==> src/rtl/riscv_pkg.sv <==
// Shared definitions for the riscv_basic memory subsystem: memory depth and
// the owner tag that steers a read response back to its requester.
package riscv_pkg;

   localparam int MEM_WORDS = 1024;

   typedef enum logic [1:0] {
      OWN_NONE,
      OWN_FETCH,
      OWN_DATA
   } mem_owner_t;

endpackage

==> src/rtl/imem_arbiter.sv <==
// Single-port memory arbiter: data port wins by default, fetch is forced
// through after STARVE_MAX consecutive data wins; read data returns one cycle later.
module imem_arbiter
   import riscv_pkg::*;
#(
   parameter int ADDR_W     = 10,
   parameter int STARVE_MAX = 4
) (
   input  logic              clk,
   input  logic              rst_n,
   input  logic              if_req,
   input  logic [31:0]       if_addr,
   output logic              if_gnt,
   output logic              if_rvalid,
   output logic [31:0]       if_rdata,
   input  logic              d_req,
   input  logic              d_we,
   input  logic [3:0]        d_be,
   input  logic [31:0]       d_addr,
   input  logic [31:0]       d_wdata,
   output logic              d_gnt,
   output logic              d_rvalid,
   output logic [31:0]       d_rdata,
   output logic              mem_en,
   output logic              mem_we,
   output logic [3:0]        mem_be,
   output logic [ADDR_W-1:0] mem_addr,
   output logic [31:0]       mem_wdata,
   input  logic [31:0]       mem_rdata
);

   localparam int CNT_W = (STARVE_MAX > 0) ? $clog2(STARVE_MAX + 1) : 1;
   localparam logic [CNT_W-1:0] CNT_MAX = CNT_W'(STARVE_MAX);

   function automatic logic [CNT_W-1:0] sat_inc(input logic [CNT_W-1:0] v);
      return (v == CNT_MAX) ? v : v + CNT_W'(1);
   endfunction

   logic [CNT_W-1:0] starve_cnt;
   mem_owner_t       rsp_owner_p1;
   mem_owner_t       owner_nxt;
   logic             starve_hit;
   logic             d_win;
   logic             if_win;
   logic             unused_addr_bits;

   // Byte offset and bits above the memory size are dropped; addresses wrap.
   assign unused_addr_bits = ^{if_addr[31:ADDR_W+2], if_addr[1:0],
                               d_addr[31:ADDR_W+2], d_addr[1:0]};

   assign starve_hit = (starve_cnt == CNT_MAX);

   // Grants are forced low while reset is held so the memory sees no access.
   always_comb begin
      d_win  = rst_n & d_req & ~(if_req & starve_hit);
      if_win = rst_n & if_req & ~d_win;
   end

   assign d_gnt  = d_win;
   assign if_gnt = if_win;

   always_comb begin
      mem_en    = 1'b0;
      mem_we    = 1'b0;
      mem_be    = 4'h0;
      mem_addr  = '0;
      mem_wdata = '0;
      owner_nxt = OWN_NONE;
      if (d_win) begin
         mem_en    = 1'b1;
         mem_we    = d_we;
         mem_be    = d_we ? d_be : 4'hF;
         mem_addr  = d_addr[ADDR_W+1:2];
         mem_wdata = d_we ? d_wdata : 32'h0;
         owner_nxt = d_we ? OWN_NONE : OWN_DATA;
      end else if (if_win) begin
         mem_en    = 1'b1;
         mem_be    = 4'hF;
         mem_addr  = if_addr[ADDR_W+1:2];
         owner_nxt = OWN_FETCH;
      end
   end

   // Stage p1: response owner and starvation tracking
   always_ff @(posedge clk or negedge rst_n) begin
      if (!rst_n) begin
         starve_cnt   <= '0;
         rsp_owner_p1 <= OWN_NONE;
      end else begin
         rsp_owner_p1 <= owner_nxt;
         if (!if_req || if_win)
            starve_cnt <= '0;
         else if (d_win)
            starve_cnt <= sat_inc(starve_cnt);
      end
   end

   assign if_rvalid = (rsp_owner_p1 == OWN_FETCH);
   assign d_rvalid  = (rsp_owner_p1 == OWN_DATA);
   assign if_rdata  = mem_rdata;
   assign d_rdata   = mem_rdata;

endmodule

==> config.mk <==
export PLATFORM = sky130hd
export DESIGN_NAME = imem_arbiter
export DESIGN_NICKNAME = d
export VERILOG_FILES = /design/src/rtl/riscv_pkg.sv /design/src/rtl/imem_arbiter.sv
export SDC_FILE = /design/constraint.sdc
export NUM_CORES = 1
export LEC_CHECK = 0
export BUFFER_PORTS_ARGS = -buffer_cell sky130_fd_sc_hd__buf_2
export CORE_AREA = 2 2 98 100
export DETAILED_ROUTE_END_ITERATION = 10
export DIE_AREA = 0 0 100 102
export HOLD_SLACK_MARGIN = 0.12
export PLACE_DENSITY_LB_ADDON = 0.05
export SYNTH_ARGS = -nofsm -noshare
export SYNTH_HDL_FRONTEND = slang
export SYNTH_SLANG_ARGS = --single-unit
==> constraint.sdc <==
create_clock -name clk -period 1.2 [get_ports clk]
set_clock_uncertainty 0.05 [all_clocks]
set_input_delay 0.12 -clock clk [delete_from_list [all_inputs] [get_ports clk]]
set_output_delay 0.12 -clock clk [all_outputs]
set_load 0.02 [all_outputs]
# After elaboration in Yosys (flattened, before gate mapping)
# Cells that the tools add are included.
# word_totals
wordCells,34
output_inout_bits,116
inputBits,137
regBits,5
# classes
n_reduce_logical,4
muxes,16
eq_ne,4
bitwise_logic,7
addsub,1
# ops
cell,n
$mux W32,2
$mux W10,2
$mux W4,3
$mux W3,3
$and A1 B1 Y1,5
$mux W1,4
$mux W2,2
$add A3 B1 Y3 const B,1
$eq A3 B3 Y1 const B,1
$eq A2 B1 Y1 const B,1
$eq A2 B2 Y1 const B,1
$ne A2 B1 Y1 const B,1
$not A1 Y1,2
$reduce_and A2 Y1,1
$reduce_bool A2 Y1,1
$logic_not A1 Y1,1
$logic_or A1 B1 Y1,1

# Depth between registers and ports, before layout
# Gate-level depths: netlist of the first run.
# depth
depth_word,9
ltp_mapped,7

# Worst setup path before layout of the first run
# OpenSTA, ideal clock, no wires.
# synth_timing
path_kind,register to output
start,register starve_cnt[0]
end,output mem_addr[0]
t_arrival_ns,1.404
slack_ns,-0.374
stages_incl_launch_ff,7
cell_sequence,dfrtp_1 -> inv_1 -> ha_1 -> nand2_1 -> a21oi_1 -> buf_2 -> a22o_1
# synth_via
elab_chain_cells,8
# synth_rtl
item,line_no,rtl
start: declaration,imem_arbiter.sv:39,logic [CNT_W-1:0] starve_cnt;
start signal: assignment,imem_arbiter.sv:94,starve_cnt <= sat_inc(starve_cnt);
$eq A3 B3 Y1,imem_arbiter.sv:51,assign starve_hit = (starve_cnt == CNT_MAX);
$and A1 B1 Y1,imem_arbiter.sv:55,d_win = rst_n & d_req & ~(if_req & starve_hit);
$not A1 Y1,imem_arbiter.sv:55,
$and A1 B1 Y1,imem_arbiter.sv:55,
$not A1 Y1,imem_arbiter.sv:56,if_win = rst_n & if_req & ~d_win;
$and A1 B1 Y1,imem_arbiter.sv:56,
net if_gnt,imem_arbiter.sv:13,"output logic if_gnt,"
$mux W10,imem_arbiter.sv:76,end else if (if_win) begin
$mux W10,imem_arbiter.sv:69,if (d_win) begin
end: declaration,imem_arbiter.sv:27,"output logic [ADDR_W-1:0] mem_addr,"
# The timed path passes the listed nets, and every way through them passes these cells.

# Worst setup path in the final report of the first run
# layout_timing
start,register starve_cnt[0]
end,output mem_addr[2]
# layout_via
elab_chain_cells,8
# layout_rtl
item,line_no
$eq A3 B3 Y1 *,imem_arbiter.sv:51
$and A1 B1 Y1 *,imem_arbiter.sv:55
$not A1 Y1 *,imem_arbiter.sv:55
$and A1 B1 Y1 *,imem_arbiter.sv:55
$not A1 Y1,imem_arbiter.sv:56
$and A1 B1 Y1,imem_arbiter.sv:56
$mux W10,imem_arbiter.sv:76
$mux W10 *,imem_arbiter.sv:69
# Every way passes the cells marked *; elsewhere a longest branch is shown, timed or not.

==> results of run 1 <==
critical path: stages (launching register included):
cell     delay, ns
dfrtp_1       0.35
inv_2         0.06
ha_4          0.17
nand2_2       0.09
a21oi_4       0.06
buf_12        0.13
buf_8         0.12
a22o_4        0.21
buf_6         0.13
state kept, by name, summed over array words and instances, names as in the netlist:
signal,count
rsp_owner_p1,2
starve_cnt,3
final cells by class:
| class | instances | area (um2) |
|---|---|---|
| clock buffer | 4 | 45.0 |
| fill | 976 | 6950 |
| inverter | 4 | 20.0 |
| multi-input combinational | 71 | 698 |
| sequential | 5 | 125 |
| tap | 111 | 139 |
| timing repair buffer | 135 | 1130 |
per-stage QoR:
stage	hold slack [ns]	instances	cell area [um2]	util (%)	worst slack, ns
finish	0.158	330	2160	23.7	-0.526
global route	0.171	330	2160	23.7	-0.589
CTS	0.146	326	1910	21.0	-0.546
detailed placement	0.113	314	1600	17.6	-0.312
global placement	0.118	314	1600	17.6	-0.346
floorplan	-0.226	148	1330	-	-0.232
synth_stat cells:
library cell	instances
buf_4	64
and2_1	32
a22o_1	10
dfrtp_1	5
o21a_1	5
buf_6	4
inv_1	3
nand2_1	3
nor2_1	3
nor2b_1	3
a21boi_0	2
and2_4	2
ha_1	2
nand3_2	2
a21oi_1	1
and3_1	1
buf_2	1
inv_2	1
nand3b_1	1
nand4_1	1
nor3b_1	1
o21ai_0	1
routing by layer:
| layer | vias to the layer above | GRT usage (%) | share of wire [%] |
|---|---|---|---|
| li1 | 554 | - | - |
| met4 | 0 | 3.48 | 2.7 |
| met2 | 110 | 14.2 | 54 |
| met5 | - | 0 | 0 |
| met1 | 529 | 6.61 | 31 |
| met3 | 21 | 2.33 | 13 |
kinds of logic (layout without fill, tap and decap cells):
logic type / count (synthesis) / count (layout)
adders and majority gates: 2 / 2
AOI/OAI and AO/OA: 19 / 19
buffers and inverters: 73 / 143
DFF: 5 / 5
and+or+nand+nor: 49 / 50
repair_timing:
action / in CTS / in global routing
gates resized for setup: 61 / 53
hold endpoints to repair: 6 / 0
cloned: 1 / 2
setup buffers: 5 / 2
pin swaps: 3 / 3
setup endpoints to repair: 54 / 54
hold buffers: 2 / 0
worst min path at each step:
stage	from	to	slack, ns	depth (start not counted)
3_3_place_gp	rst_n	rsp_owner_p1[0]$_DFF_PN0_	0.12	3
4_1_cts	if_req	starve_cnt[0]$_DFFE_PN0P_	0.15	2
5_1_grt	if_req	starve_cnt[0]$_DFFE_PN0P_	0.17	2
2_1_floorplan	rst_n	rsp_owner_p1[0]$_DFF_PN0_	-0.23	0
3_5_place_dp	rst_n	rsp_owner_p1[0]$_DFF_PN0_	0.11	3
6_report	if_req	starve_cnt[0]$_DFFE_PN0P_	0.16	2
where the power goes:
part	internal (mW)	switching (mW)	total, mW
combinational	0.344	0.261	0.605
sequential	0.175	0.00285	0.178
clock	0.228	0.0769	0.304
total	0.747	0.340	1.09
==> impl_results.md, run 1 <==
- R2R cell count: 6
- Fin. Hold Viols: 0
- Syn_nets: 287
- Violated checks: negative setup slack
- Area grow syn2layout: 87.1%
- CP Capture Type: output pin
- Via count: 1214
- Syn. warnings: 0
- H-tree depth: 1
- Worst-path clk slew: approximately 0.040 ns
- First-pass GRT wire length: 5810 um
- Mux share of post-synthesis cell area: 0%
- Area contributors post-synth: buf_4 (42%), and2_1 (17%), dfrtp_1 (11%)
- Pin count of the biggest net entering global routing: 18
- Setup crit start kind: register
- Power Density: 504 mW/mm2
- DRT iter0 DRCs: 18
- Tcrit/Tclk final: 144%
- Worst Setup EP: mem_addr[2]
- IO Count: 253
- Synth Area in Simple Gates: approximately a quarter
- Vias in the first global route: 1214
- Port-buffer cells: between 100 and 150
- Relative max-transition margin: between 80% and 90%
- Area of the mapped netlist: roughly 0.0012 mm2
- WL final: ~4300 um
- Setup violations, final: 53
- Post-synth cell types: 22
- Antenna Violating Nets Remaining: 0
- Combinational family with the most area after synthesis: buffers and inverters
- DR DRC count: 0
- Area leader, netlist: buf_4
- Worst Hold Class: in2reg
- Total of max-cap violations: 0
- Root buf cell: clkbuf_8
- Final worst slack: -0.526 ns
- Tot GR Track Use: 7.18%
- Crit path from: starve_cnt[0]$_DFFE_PN0P_
- Final net count: 359
- Data required, critical path: 1.03 ns
- Kind of critical path: reg2out
- DIE AREA: 0.0102 mm2
- Pins Over Slew Limit: 0
- Via-to-Cell Ratio: roughly 3.7
- Maximum clock frequency: 579 MHz
- Share of layout cells above drive strength 1: 86.3%
- Commonest non-fill, non-tap cell in the layout: buf_2
- Antenna Cells: 0
- Die span in x: 100 um
- Worst reg2reg endpoint: starve_cnt[2]$_DFFE_PN0P_
- Initial DRT Pass Iterations: 4
- Compound-Gate Fraction of Synth Area: around an eighth
- WL/cell: between 10 and 15 um
- Worst Path Arrival: 1.56 ns
- Seq cells post-synth: 5
- Reg-to-reg startpoint: starve_cnt[1]$_DFFE_PN0P_
- Placement row count: 35
- RSZ-0062 raised after global routing: yes
- Overall Power: 1.09 mW
- Adder-cell area share of the yosys netlist: 2.17%
- Maximum VDD drop: 0.250 mV
- Synth Area in XOR/XNOR: 0%
- Clock Sinks: 5
- Worst skew pair latency: 0.22 ns
- Initial core utilization: 12.7%
- Reg2reg setup slack: -0.17 ns
- Sequential area share after synthesis: 10.9%
- Hpwl dp: 3100 um
- Minimum clock period: 1.73 ns
- CTS Buf Count: 3
- Die height: ~100 um
- Most frequent cells in the layout: buf_2 (64), buf_6 (50), and2_4 (35), buf_4 (13), a22o_4 (9)
- GRT overflow: 0
- Status: complete, but fails checks
- Total negative slack: -23.85 ns
- CORE AREA: slightly above 0.009 mm2
- Top-area cell type share of the netlist area: 41.7%
- Pleak: 1.10 nW
- CTS tree: yes
- Post-Syn Instances: 148
- Syn_area_per_cell: 7.79 um2
- Clock tree buffer depth: 2
- Antenna violations before repair: 0
- RePlAce Congestion: 0.673
- Worst slew pin tran: 0.250 ns
- Worst-path fanout max: 6
Power figures use the tool's default switching activity.
==> inputs of run 2 (changes only) <==
--- a/config.mk
+++ b/config.mk
@@ -11,6 +11,7 @@
 export DIE_AREA = 0 0 100 102
 export HOLD_SLACK_MARGIN = 0.12
 export PLACE_DENSITY_LB_ADDON = 0.05
+export REMOVE_ABC_BUFFERS = 1
 export SYNTH_ARGS = -nofsm -noshare
 export SYNTH_HDL_FRONTEND = slang
 export SYNTH_SLANG_ARGS = --single-unit
==> run 2 against run 1 <==
The flow still finishes with violations (negative setup slack). Sequential cell count unchanged. Combinational power down 11%. Worst setup slack improved by 0.021 ns. Fmax grew 1.3%. Global-route usage grew 5.2 points. Critical endpoint is now mem_wdata[30]. Non-clock buffer count down 1. Wire length is 63% higher.
==> impl_results.md, run 2 (synthesis results as in run 1) <==
- Setup violations, final: 53
- GRT overflow: 0
- Worst skew pair latency: 0.22 ns
- Pin count of the biggest net entering global routing: 18
- Power Density: 520 mW/mm2
- Kind of critical path: reg2out
- RSZ-0062 raised after global routing: yes
- Area grow syn2layout: 71.8%
- Via count: ~1200
- Relative max-transition margin: roughly 85%
- Worst Hold Class: in2reg
- Initial DRT Pass Iterations: 4
- WL/cell: between 20 and 25 um
- IO Count: 253
- Die span in x: 100 um
- Worst-path fanout max: 17
- Tcrit/Tclk final: 142%
- Maximum VDD drop: 0.273 mV
- Fin. Hold Viols: 0
- CTS tree: yes
- Maximum clock frequency: 587 MHz
- Tot GR Track Use: between 10% and 20%
- CORE AREA: 0.00911 mm2
- Initial core utilization: ~13%
- Worst slew pin tran: 0.222 ns
- Pins Over Slew Limit: 0
- Final worst slack: -0.505 ns
- Vias in the first global route: 1178
- Pleak: about 1.0 nW
- Setup crit start kind: register
- Data required, critical path: just over 1 ns
- Hpwl dp: between 5000 and 6000 um
- Clock Sinks: 5
- Reg2reg setup slack: -0.19 ns
- DIE AREA: 0.0102 mm2
- Commonest non-fill, non-tap cell in the layout: buf_2
- CTS Buf Count: 3
- Port-buffer cells: between 100 and 150
- Antenna Violating Nets Remaining: 0
- First-pass GRT wire length: 8780 um
- Pre-CTS WS: -0.377 ns
- Antenna violations before repair: 0
- Via-to-Cell Ratio: 3.78
- H-tree depth: 1
- Die height: between 100 and 150 um
- Placement row count: 35
- Root buf cell: clkbuf_8
- Status: complete, but fails checks
- WL final: 7060 um
- DRT iter0 DRCs: 37
- Share of layout cells above drive strength 1: between 70% and 80%
- Antenna Cells: 0
- Minimum clock period: approximately 1.7 ns
- Final net count: 357
- Violated checks: negative setup slack
- Most frequent cells in the layout: buf_2 (70), buf_6 (45), and2_4 (28), buf_4 (13), a22o_1 (10)
- Largest registers: starve_cnt x3, rsp_owner_p1 x2
- Most flop-heavy register: starve_cnt
- Worst-path clk slew: 0.04 ns
- Clock tree buffer depth: 2
- Max reg flops: 3
- DR DRC count: 0
- CP Capture Type: output pin
- Worst hold margin: 0.145 ns
- Worst Path Arrival: 1.53 ns
- RePlAce Congestion: 0.704
- Total of max-cap violations: 0
## run 2: cell types whose count changed in the layout (fill, tap and decap cells not counted), sizes merged
cell	previous run	this run
and2	35	34
buf	132	131
## run 2: final cells by class
type | count | area, um2
Clock buffer | 4 | 45.0
Fill cell | 1031 | 7130
Inverter | 4 | 20.0
Multi-Input combinational cell | 70 | 588
Sequential cell | 5 | 125
Tap cell | 111 | 139
Timing Repair Buffer | 134 | 1060
## run 2: worst paths after layout
check                           depth (start not counted)                         to                       from
worst max-delay path                                    8              mem_wdata[30]  starve_cnt[1]$_DFFE_PN0P_
worst min-delay path                                    2  starve_cnt[0]$_DFFE_PN0P_                     if_req
worst max register to register                          8  rsp_owner_p1[0]$_DFF_PN0_  starve_cnt[1]$_DFFE_PN0P_
max in group asynchronous                               3  rsp_owner_p1[0]$_DFF_PN0_                      rst_n
min in group asynchronous                               3  starve_cnt[1]$_DFFE_PN0P_                      rst_n
worst min register to register                          2  starve_cnt[2]$_DFFE_PN0P_  starve_cnt[2]$_DFFE_PN0P_
## run 2: what timing repair did
item / CTS / global route
hold buffers: 2 / 0
endpoints found under the setup margin: 53 / 54
pin swaps: 6 / 19
cloned: 2 / 1
endpoints found under the hold margin: 6 / 0
setup buffers: 3 / 2
resized for setup: 50 / 82
## run 2: worst max-delay path, cell delays in order, from the launching register on
cell	delay [ns]
dfrtp_1	0.38
inv_2	0.07
ha_4	0.16
nand3_4	0.09
nand3_4	0.10
inv_6	0.06
buf_12	0.14
and2_1	0.15
buf_2	0.15
## run 2: stage by stage
stage          cell area (um2)  instances  setup TNS, ns  utilization (%)  power [mW]
5_1_grt                   1980        328         -26.73             21.7        1.10
2_1_floorplan              622         79         -19.63                -       0.357
6_report                  1980        328         -22.85             21.7        1.03
4_1_cts                   1710        326         -24.14             18.8       0.981
3_3_place_gp              1430        315         -16.32             15.7       0.582
3_5_place_dp              1430        315         -16.48             15.7       0.574
## run 2: power breakdown
group	total, mW	internal [mW]	switching, mW
Clock	0.311	0.228	0.0827
Sequential	0.177	0.175	0.00260
Combinational	0.541	0.305	0.236
Total	1.03	0.708	0.322
## run 2: routing by layer
layer  global-route usage (%)  vias to the layer above  share of wire, %
met4                     1.90                        2              0.62
met1                     11.9                      542                30
met2                     19.6                      138                47
met3                     11.8                       10                22
met5                     3.85                        -              0.65
li1                         -                      547                 -
